$ cat config.mk
export PLATFORM = sky130hd
export DESIGN_NAME = if_id_skid_reg_flat
export DESIGN_NICKNAME = d
export VERILOG_FILES = /design/src/rtl/if_id_skid_reg_if.sv /design/src/rtl/if_id_skid_reg.sv /design/src/flat_wrapper.sv
export SDC_FILE = /design/constraint.sdc
export NUM_CORES = 1
export LEC_CHECK = 0
export BUFFER_PORTS_ARGS = -buffer_cell sky130_fd_sc_hd__buf_4
export CAP_MARGIN = 20
export CORE_MARGIN = 2
export CORE_UTILIZATION = 43
export CTS_BUF_LIST = sky130_fd_sc_hd__clkbuf_4
export CTS_CLUSTER_DIAMETER = 40
export DETAILED_ROUTE_END_ITERATION = 6
export PLACE_DENSITY = 0.69
export SLEW_MARGIN = 20
export SYNTH_ARGS = -nofsm -noshare
export SYNTH_HDL_FRONTEND = slang
export SYNTH_SLANG_ARGS = --single-unit
$ cat constraint.sdc
create_clock -name clk -period 6.61 [get_ports clk]
set_input_delay 0.661 -clock clk [delete_from_list [all_inputs] [get_ports clk]]
set_output_delay 0.661 -clock clk [all_outputs]
set_load 0.01 [all_outputs]
$ cat src/rtl/if_id_skid_reg_if.sv
// IF/ID boundary bundle: fetch-side handshake, flush, decode-side beat
// and the pre-sliced decode fields.
interface if_id_skid_reg_if #(
    parameter int PC_W    = 32,
    parameter int INSTR_W = 32,
    parameter int CNT_W   = 16
);
    logic               in_valid;
    logic               in_ready;
    logic [PC_W-1:0]    in_pc;
    logic [INSTR_W-1:0] in_instr;
    logic               flush;

    logic               out_valid;
    logic               out_ready;
    logic [PC_W-1:0]    out_pc;
    logic [PC_W-1:0]    out_pc_plus4;
    logic [INSTR_W-1:0] out_instr;
    logic [4:0]         out_rs;
    logic [4:0]         out_rt;
    logic [4:0]         out_rd;
    logic [4:0]         out_shamt;
    logic [15:0]        out_imm16;
    logic [25:0]        out_jt;
    logic [CNT_W-1:0]   flush_count;

    modport slave (
        input  in_valid,
        input  in_pc,
        input  in_instr,
        input  flush,
        input  out_ready,
        output in_ready,
        output out_valid,
        output out_pc,
        output out_pc_plus4,
        output out_instr,
        output out_rs,
        output out_rt,
        output out_rd,
        output out_shamt,
        output out_imm16,
        output out_jt,
        output flush_count
    );

    modport master (
        output in_valid,
        output in_pc,
        output in_instr,
        output flush,
        output out_ready,
        input  in_ready,
        input  out_valid,
        input  out_pc,
        input  out_pc_plus4,
        input  out_instr,
        input  out_rs,
        input  out_rt,
        input  out_rd,
        input  out_shamt,
        input  out_imm16,
        input  out_jt,
        input  flush_count
    );
endinterface

$ cat src/rtl/if_id_skid_reg.sv
// IF/ID pipeline register with optional one-entry skid buffer, synchronous
// flush and a saturating count of flushes that discarded live entries.
module if_id_skid_reg #(
    parameter int PC_W    = 32,
    parameter int INSTR_W = 32,
    parameter int SKID    = 1,
    parameter int CNT_W   = 16
) (
    input logic            clk,
    input logic            reset,
    if_id_skid_reg_if.slave bus
);
    logic               main_v_q, main_v_d;
    logic [PC_W-1:0]    main_pc_q, main_pc_d;
    logic [PC_W-1:0]    main_pc4_q, main_pc4_d;
    logic [INSTR_W-1:0] main_instr_q, main_instr_d;

    logic               skid_v_q, skid_v_d;
    logic [PC_W-1:0]    skid_pc_q, skid_pc_d;
    logic [PC_W-1:0]    skid_pc4_q, skid_pc4_d;
    logic [INSTR_W-1:0] skid_instr_q, skid_instr_d;

    logic [CNT_W-1:0]   cnt_q, cnt_d;

    logic               in_ready;
    logic               acc;
    logic               pop;
    logic [PC_W-1:0]    in_pc4;

    // With the skid enabled, ready depends only on state, never on out_ready.
    assign in_ready = (SKID != 0) ? ~skid_v_q
                                  : (~main_v_q | bus.out_ready);
    assign acc      = bus.in_valid & in_ready;
    assign pop      = main_v_q & bus.out_ready;
    assign in_pc4   = bus.in_pc + PC_W'(4);

    always_comb begin
        main_v_d     = main_v_q;
        main_pc_d    = main_pc_q;
        main_pc4_d   = main_pc4_q;
        main_instr_d = main_instr_q;
        skid_v_d     = skid_v_q;
        skid_pc_d    = skid_pc_q;
        skid_pc4_d   = skid_pc4_q;
        skid_instr_d = skid_instr_q;
        cnt_d        = cnt_q;

        if (bus.flush) begin
            main_v_d     = 1'b0;
            skid_v_d     = 1'b0;
            main_instr_d = '0;
            if ((main_v_q | skid_v_q) && (cnt_q != {CNT_W{1'b1}}))
                cnt_d = cnt_q + CNT_W'(1);
        end else if (SKID != 0) begin
            unique case (1'b1)
                (!main_v_q && !skid_v_q): begin
                    if (acc) begin
                        main_v_d     = 1'b1;
                        main_pc_d    = bus.in_pc;
                        main_pc4_d   = in_pc4;
                        main_instr_d = bus.in_instr;
                    end
                end
                (main_v_q && !skid_v_q): begin
                    if (acc && pop) begin
                        main_pc_d    = bus.in_pc;
                        main_pc4_d   = in_pc4;
                        main_instr_d = bus.in_instr;
                    end else if (acc) begin
                        skid_v_d     = 1'b1;
                        skid_pc_d    = bus.in_pc;
                        skid_pc4_d   = in_pc4;
                        skid_instr_d = bus.in_instr;
                    end else if (pop) begin
                        main_v_d     = 1'b0;
                    end
                end
                skid_v_q: begin
                    // Skid refills main; the main-empty case is unreachable.
                    if (pop || !main_v_q) begin
                        main_v_d     = 1'b1;
                        main_pc_d    = skid_pc_q;
                        main_pc4_d   = skid_pc4_q;
                        main_instr_d = skid_instr_q;
                        skid_v_d     = 1'b0;
                    end
                end
            endcase
        end else begin
            if (acc) begin
                main_v_d     = 1'b1;
                main_pc_d    = bus.in_pc;
                main_pc4_d   = in_pc4;
                main_instr_d = bus.in_instr;
            end else if (pop) begin
                main_v_d     = 1'b0;
            end
        end
    end

    always_ff @(posedge clk or posedge reset) begin
        if (reset) begin
            main_v_q     <= 1'b0;
            main_pc_q    <= '0;
            main_pc4_q   <= '0;
            main_instr_q <= '0;
            skid_v_q     <= 1'b0;
            skid_pc_q    <= '0;
            skid_pc4_q   <= '0;
            skid_instr_q <= '0;
            cnt_q        <= '0;
        end else begin
            main_v_q     <= main_v_d;
            main_pc_q    <= main_pc_d;
            main_pc4_q   <= main_pc4_d;
            main_instr_q <= main_instr_d;
            skid_v_q     <= skid_v_d;
            skid_pc_q    <= skid_pc_d;
            skid_pc4_q   <= skid_pc4_d;
            skid_instr_q <= skid_instr_d;
            cnt_q        <= cnt_d;
        end
    end

    assign bus.in_ready     = in_ready;
    assign bus.out_valid    = main_v_q;
    assign bus.out_pc       = main_pc_q;
    assign bus.out_pc_plus4 = main_pc4_q;
    assign bus.out_instr    = main_instr_q;
    assign bus.out_rs       = main_instr_q[25:21];
    assign bus.out_rt       = main_instr_q[20:16];
    assign bus.out_rd       = main_instr_q[15:11];
    assign bus.out_shamt    = main_instr_q[10:6];
    assign bus.out_imm16    = main_instr_q[15:0];
    assign bus.out_jt       = main_instr_q[25:0];
    assign bus.flush_count  = cnt_q;
endmodule

$ cat src/flat_wrapper.sv
// flat-port wrapper written by rule: the top's interface ports become plain ports
module if_id_skid_reg_flat 
#(
    parameter int PC_W    = 32,
    parameter int INSTR_W = 32,
    parameter int SKID    = 1,
    parameter int CNT_W   = 16
)
  (clk, reset, bus_in_valid, bus_in_pc, bus_in_instr, bus_flush, bus_out_ready, bus_in_ready, bus_out_valid, bus_out_pc, bus_out_pc_plus4, bus_out_instr, bus_out_rs, bus_out_rt, bus_out_rd, bus_out_shamt, bus_out_imm16, bus_out_jt, bus_flush_count);
  if_id_skid_reg_if #(.PC_W(PC_W), .INSTR_W(INSTR_W), .CNT_W(CNT_W)) bus_i ();
  input logic clk;
  input logic reset;
  input wire logic [$bits(bus_i.in_valid)-1:0] bus_in_valid;
  input wire logic [$bits(bus_i.in_pc)-1:0] bus_in_pc;
  input wire logic [$bits(bus_i.in_instr)-1:0] bus_in_instr;
  input wire logic [$bits(bus_i.flush)-1:0] bus_flush;
  input wire logic [$bits(bus_i.out_ready)-1:0] bus_out_ready;
  output wire logic [$bits(bus_i.in_ready)-1:0] bus_in_ready;
  output wire logic [$bits(bus_i.out_valid)-1:0] bus_out_valid;
  output wire logic [$bits(bus_i.out_pc)-1:0] bus_out_pc;
  output wire logic [$bits(bus_i.out_pc_plus4)-1:0] bus_out_pc_plus4;
  output wire logic [$bits(bus_i.out_instr)-1:0] bus_out_instr;
  output wire logic [$bits(bus_i.out_rs)-1:0] bus_out_rs;
  output wire logic [$bits(bus_i.out_rt)-1:0] bus_out_rt;
  output wire logic [$bits(bus_i.out_rd)-1:0] bus_out_rd;
  output wire logic [$bits(bus_i.out_shamt)-1:0] bus_out_shamt;
  output wire logic [$bits(bus_i.out_imm16)-1:0] bus_out_imm16;
  output wire logic [$bits(bus_i.out_jt)-1:0] bus_out_jt;
  output wire logic [$bits(bus_i.flush_count)-1:0] bus_flush_count;
  assign bus_i.in_valid = bus_in_valid;
  assign bus_i.in_pc = bus_in_pc;
  assign bus_i.in_instr = bus_in_instr;
  assign bus_i.flush = bus_flush;
  assign bus_i.out_ready = bus_out_ready;
  assign bus_in_ready = bus_i.in_ready;
  assign bus_out_valid = bus_i.out_valid;
  assign bus_out_pc = bus_i.out_pc;
  assign bus_out_pc_plus4 = bus_i.out_pc_plus4;
  assign bus_out_instr = bus_i.out_instr;
  assign bus_out_rs = bus_i.out_rs;
  assign bus_out_rt = bus_i.out_rt;
  assign bus_out_rd = bus_i.out_rd;
  assign bus_out_shamt = bus_i.out_shamt;
  assign bus_out_imm16 = bus_i.out_imm16;
  assign bus_out_jt = bus_i.out_jt;
  assign bus_flush_count = bus_i.flush_count;
  if_id_skid_reg #(.PC_W(PC_W), .INSTR_W(INSTR_W), .SKID(SKID), .CNT_W(CNT_W)) u_core (.clk(clk), .reset(reset), .bus(bus_i));
endmodule
# After elaboration in Yosys (flattened, before gate mapping)
# Index checks and enable logic that the tools add are counted.
# totals
reg_bits	210
latch_bits	0
ram_bits	0
mem_bits_ro	0
output_inout_bits	176
word_cells	64
n_memories	0
# op_classes
addsub	2
mul	0
div	0
order_cmp	0
eq_ne	10
shift	0
n_mux	25
n_bitwise	6
reduce_logical	12
# op_table
op	count
2-to-1 mux 32 bit	10
case mux 32 bit (3 select lines)	3
adder 32 x 3 -> 32 bit, second input constant	1
adder 16 x 1 -> 16 bit, second input constant	1
!= test 16 bit, second input constant	1
!= test 3 bit, second input constant	4
2-to-1 mux 1 bit	10
AND reduction 4 bit	2
!= test 3 x 2 -> 1 bit, second input constant	2
AND reduction 5 bit	1
logical AND 1 bit	4
!= test 2 bit, second input constant	2
inverter 1 bit	3
case mux 1 bit (3 select lines)	1
AND reduction 3 bit	1
AND 1 bit	2
zero test 1 bit	2
!= test 2 x 1 -> 1 bit, second input constant	1
case mux 1 bit (2 select lines)	1
AND reduction 2 bit	1
logical OR 1 bit	1
OR 1 bit	1

# Longest topological paths before layout
# logic_depth
word_depth	6
depth_mapped	8

# Worst setup path after synthesis
# Ideal clock, no wire load.
# synth_timing
path_type	input -> register
startpoint	input bus_in_pc[2]
endpoint	register u_core.main_pc4_q[30] (netlist: u_core.bus.out_pc_plus4[30])
t_arrival_ns	1.810
path_slack_ns	4.671
stages	6
path_buffers	0
path_cell_list	ha_1 > nand4_1 > nor4_4 > nand3_2 > xor2_1 > a22oi_2
# synth_via
elab_chain_cells	3
word_cells_on_any_way	4
cone_classes	add/sub (1); mux (3)
# synth_rtl
item	line_no	source
start: declaration	flat_wrapper.sv:14	input wire logic [$bits(bus_i.in_pc)-1:0] bus_in_pc;
adder 32 x 3 -> 32 bit *	if_id_skid_reg.sv:35	assign in_pc4 = bus.in_pc + PC_W'(4);
2-to-1 mux 32 bit, on equally long branches	if_id_skid_reg.sv:65, if_id_skid_reg.sv:57	
case mux 32 bit (3 select lines) *	if_id_skid_reg.sv:55	unique case (1'b1)
end signal: assignment	if_id_skid_reg.sv:115	main_pc4_q <= main_pc4_d;
end: declaration	if_id_skid_reg.sv:15	logic [PC_W-1:0] main_pc4_q, main_pc4_d;
# Mark *: on every way between the ends. The rest lies on a longest branch, timed or not. The select of a mux whose other input is x is not followed.
# A chain may end at the register's enable or synchronous reset.

# Worst setup path in the final report
# layout_timing
startpoint	register u_core.skid_v_q
endpoint	register u_core.skid_pc4_q[9]
# layout_via
elab_chain_cells	5
word_cells_on_any_way	7
cone_classes	bitwise (3); reduce/logical (4)
# layout_rtl
item	line_no	source
start: declaration	if_id_skid_reg.sv:18	logic skid_v_q, skid_v_d;
start signal: assignment	if_id_skid_reg.sv:117	skid_v_q <= skid_v_d;
inverter 1 bit	if_id_skid_reg.sv:31	assign in_ready = (SKID != 0) ? ~skid_v_q
AND 1 bit	if_id_skid_reg.sv:33	assign acc = bus.in_valid & in_ready;
logical AND 1 bit	if_id_skid_reg.sv:65	if (acc && pop) begin
inverter 1 bit (no line)	--	
AND reduction 4 bit (no line) *	--	
end signal: assignment	if_id_skid_reg.sv:119	skid_pc4_q <= skid_pc4_d;
end: declaration	if_id_skid_reg.sv:20	logic [PC_W-1:0] skid_pc4_q, skid_pc4_d;
# Mark *: on every way between the ends. The rest lies on a longest branch, timed or not.

==> impl_metrics.py <==
metrics = {
    "synth": {
        "synth.area.top_cells": "dfrtp_1 53%, mux2_2 7.6%, mux2i_1 6.7%",
        "netlist_area_um2": 9720,
        "async_flop_share_pct": 100,
        "synthCells": 887,
        "synth_top_cell_area_share_pct": 53.0,
        "syn_area_per_cell_um2": 11.0,
        "ys_warn_count": 0,
        "yosysSeqAreaShare_pct": 53.0,
        "synth_cell_types": 46,
        "synth_top_area_cell": "dfrtp_1",
        "syn_nets": 958,
        "synth_flop_cell": "dfrtp_1",
        "ys_ff_latch": 206,
        "synth_edf_count": 0,
    },
    "clock_network": {
        "cts-root-buf": "clkbuf_4",
        "insertion_delay_ns": 0.64,
        "ctsHtreeMaxLevel": 2,
        "clockBufferDepth": 3,
        "cts_hold_buf": 0,
        "clkTransAtPathRegs_ns": 0.07,
        "cts_made_buffers": 54,
        "post-cts-setup-buffers": 0,
        "ctsResizeCount": 0,
        "cts_tree": "yes",
        "cts_num_sinks": 206,
    },
    "power": {
        "swShare_pct": 28.8,
        "power_density_nw_per_um2": 282,
        "leakage_nw": 5.52,
        "combPwrFrac_pct": 19.6,
        "power_frac_seq_pct": 49.2,
        "ir_drop_mv": 0.140,
        "switchingPower_uw": 969,
        "clkPwrFrac_pct": 31.2,
        "internal_power_mw": 2.39,
    },
    "sta": {
        "setup_viol": 0,
        "maxSlewViolCount": 0,
        "rsz0062_at_grt": "false",
        "period_minus_slack_ns": 3.03,
        "hold_slack_ns": 0.174,
        "clock.fmax_ghz": 0.330,
        "worstMarginPinSlew_ns": 1.03,
        "skew_ns": 0.0214,
        "hold_violations": 0,
        "post-route-period-util_pct": 45.8,
        "relSlewSlack_pct": 31.3,
        "setup_tns_ns": 0,
    },
    "setup_path": {
        "arrival_ns": 3.54,
        "path_buf_inv": 2,
        "crit_family": "buffers and inverters",
        "crit_chain": "inv_1, nand3_4, buf_4, mux2_2",
        "critPathCaptureType": "flip-flop",
        "worstPathMaxFanout": 66,
        "critical_path_class": "flip-flop to flip-flop",
        "critPathRequiredTime_ns": 7.12,
        "cp_slowest_cell": "dfrtp_4",
        "startpoint_type": "flip-flop",
        "cpPeakStageDelay_ns": 0.78,
    },
    "cells_and_area": {
        "final_cell_mix": "249 x buf_4, 205 x dfrtp_1, 125 x nand2_1",
        "final_common_cell": "buf_4",
        "fin_nets": 1145,
        "syn_to_final_growth_pct": 22.7,
        "final_cells": 1397,
        "drive_above_1_share_pct": 37.4,
        "nFillCells": 2060,
        "fin_util_pct": 53.2,
    },
    "die": {
        "dieArea_um2": 23800,
        "ioPinCount": 245,
        "fp-row-count": 55,
        "start_util_pct": 43.3,
        "chipHeight_um": 154,
        "coreArea_um2": 22400,
        "die_w_um": 154,
    },
    "route": {
        "ant_nets": 0,
        "num_vias": 7136,
        "route.detailed.drc": 0,
        "wirelength_um": 23000,
        "drt-pass1-iter-count": 4,
        "routed_via_density": 5.11,
        "wl_per_cell_um": 16.5,
        "dr.first_iter.drc_count": 311,
    },
    "global_routing": {
        "antenna_found_initial": 3,
        "grtUsageMet1_pct": 24.4,
        "use_met2_pct": 31.3,
        "grt.overflow.total": 0,
        "grt_pass1_vias": 7100,
        "track_usage_pct": 19.0,
        "top_usage_layer": "met2",
        "met3_usage_pct": 4.85,
        "grt_pass1_wl_um": 36600,
        "grt_max_degree": 133,
    },
    "worst_hold_path": {
        "hold_class": "primary input to asynchronous set/reset pin",
    },
    "place": {
        "dp_hpwl_um": 15300,
        "port_buffers": 244,
        "globalplace.congestion": 0.752,
        "placed_cells": 1303,
    },
    "outcome": {
        "status": "finished clean",
    },
    "run": {
        "max_cap_viol_count": 0,
    },
}
==> final timing paths <==
check,start,endpoint,slack [ns],depth (start not counted)
min in group clk,bus_in_instr[25],u_core.skid_instr_q[25],0.27,2
max reg2reg,u_core.skid_v_q,u_core.skid_pc4_q[9],3.58,4
max,u_core.skid_v_q,u_core.skid_pc4_q[9],3.58,4
min reg2reg,u_core.skid_pc_q[28],u_core.skid_pc_q[28],0.48,2
min,reset,u_core.bus.flush_count[9],0.17,2
max in group asynchronous,reset,u_core.bus.out_pc_plus4[1],4.92,3
==> sequential cells by signal, indices dropped and copies added, names as in the netlist <==
| name | count |
|---|---|
| u_core.bus.out_valid | 1 |
| u_core.skid_instr_q | 32 |
| u_core.bus.flush_count | 16 |
| u_core.bus.out_pc_plus4 | 32 |
| u_core.skid_pc4_q | 32 |
| u_core.bus.out_instr | 32 |
| u_core.skid_pc_q | 30 |
| u_core.bus.out_pc | 30 |
| u_core.skid_v_q | 1 |
==> cells by family (layout without fill, tap and decap cells) <==
logic type | count (synthesis) | after routing | share of synthesized area, %
adders and majority gates | 2 | 2 | 0.257
DFF | 206 | 206 | 53.0
and+or+nand+nor | 219 | 219 | 10.9
AOI/OAI and AO/OA | 160 | 160 | 9.74
buffers and inverters | 125 | 348 | 7.71
xor gates and xnor gates | 42 | 42 | 3.78
other | 0 | 2 | 0
muxes | 133 | 133 | 14.6
==> cells in the mapped netlist, types with 2 or more instances <==
library cell / instances
and4_1: 4
o21ai_1: 8
mux2_1: 2
clkbuf_1: 22
a22oi_1: 4
nor3b_1: 2
inv_1: 7
nand2_1: 125
nor3_1: 3
mux2_2: 66
o31ai_1: 32
buf_1: 4
nand3b_1: 2
nand4_4: 2
buf_2: 22
and2_1: 3
nor2_1: 26
mux2i_1: 65
dfrtp_1: 206
nand3_1: 14
ha_1: 2
nand3_2: 2
o21ai_0: 77
buf_4: 66
clkbuf_2: 4
xnor2_1: 19
and3_1: 12
xor2_1: 23
nor4_4: 2
a21oi_1: 22
nand4_1: 15
o22ai_1: 10
==> final cells by class <==
| class | instances | area [um2] | share of cell area, % |
|---|---|---|---|
| Inverter | 7 | 33.8 | 0.283 |
| Tap cell | 285 | 357 | 2.99 |
| Timing Repair Buffer | 249 | 1870 | 15.7 |
| Clock buffer | 80 | 601 | 5.04 |
| Clock inverter | 12 | 50.0 | 0.420 |
| Sequential cell | 206 | 5160 | 43.3 |
| Multi-Input combinational cell | 556 | 3850 | 32.3 |
| Antenna cell | 2 | 5.00 | 0.0420 |
==> metrics by stage <==
stage	worst slack (ns)	power (mW)	cell area, um2
3_3_place_gp	3.50	2.32	11300
5_1_grt	3.30	3.57	11900
6_report	3.58	3.36	11900
4_1_cts	3.55	3.42	11900
2_1_floorplan	0.325	2.04	9720
3_5_place_dp	3.46	2.34	11300
==> power groups by stage <==
stage               Clock (mW)  Combinational (mW)  Sequential (mW)
finish                    1.05               0.658             1.66
global route              1.16               0.729             1.69
CTS                       1.09               0.670             1.66
floorplan                    0               0.364             1.68
detailed placement           0               0.667             1.68
global placement             0               0.651             1.67
==> metal layers <==
layer	vias up	share of wire (%)
met4	2	2.3
met2	227	48
met1	3437	43
met3	36	6.5
li1	3434	-
met5	-	0.057
==> worst reg2reg max path: cells and delay by family, from the launching register on <==
family                 cells  cell delay, ns
flip-flops                 1            0.78
multiplexers               1            0.46
AND/OR/NAND/NOR            1            0.60
buffers and inverters      2            1.09
No activity file was read; power rests on OpenSTA's default activity.
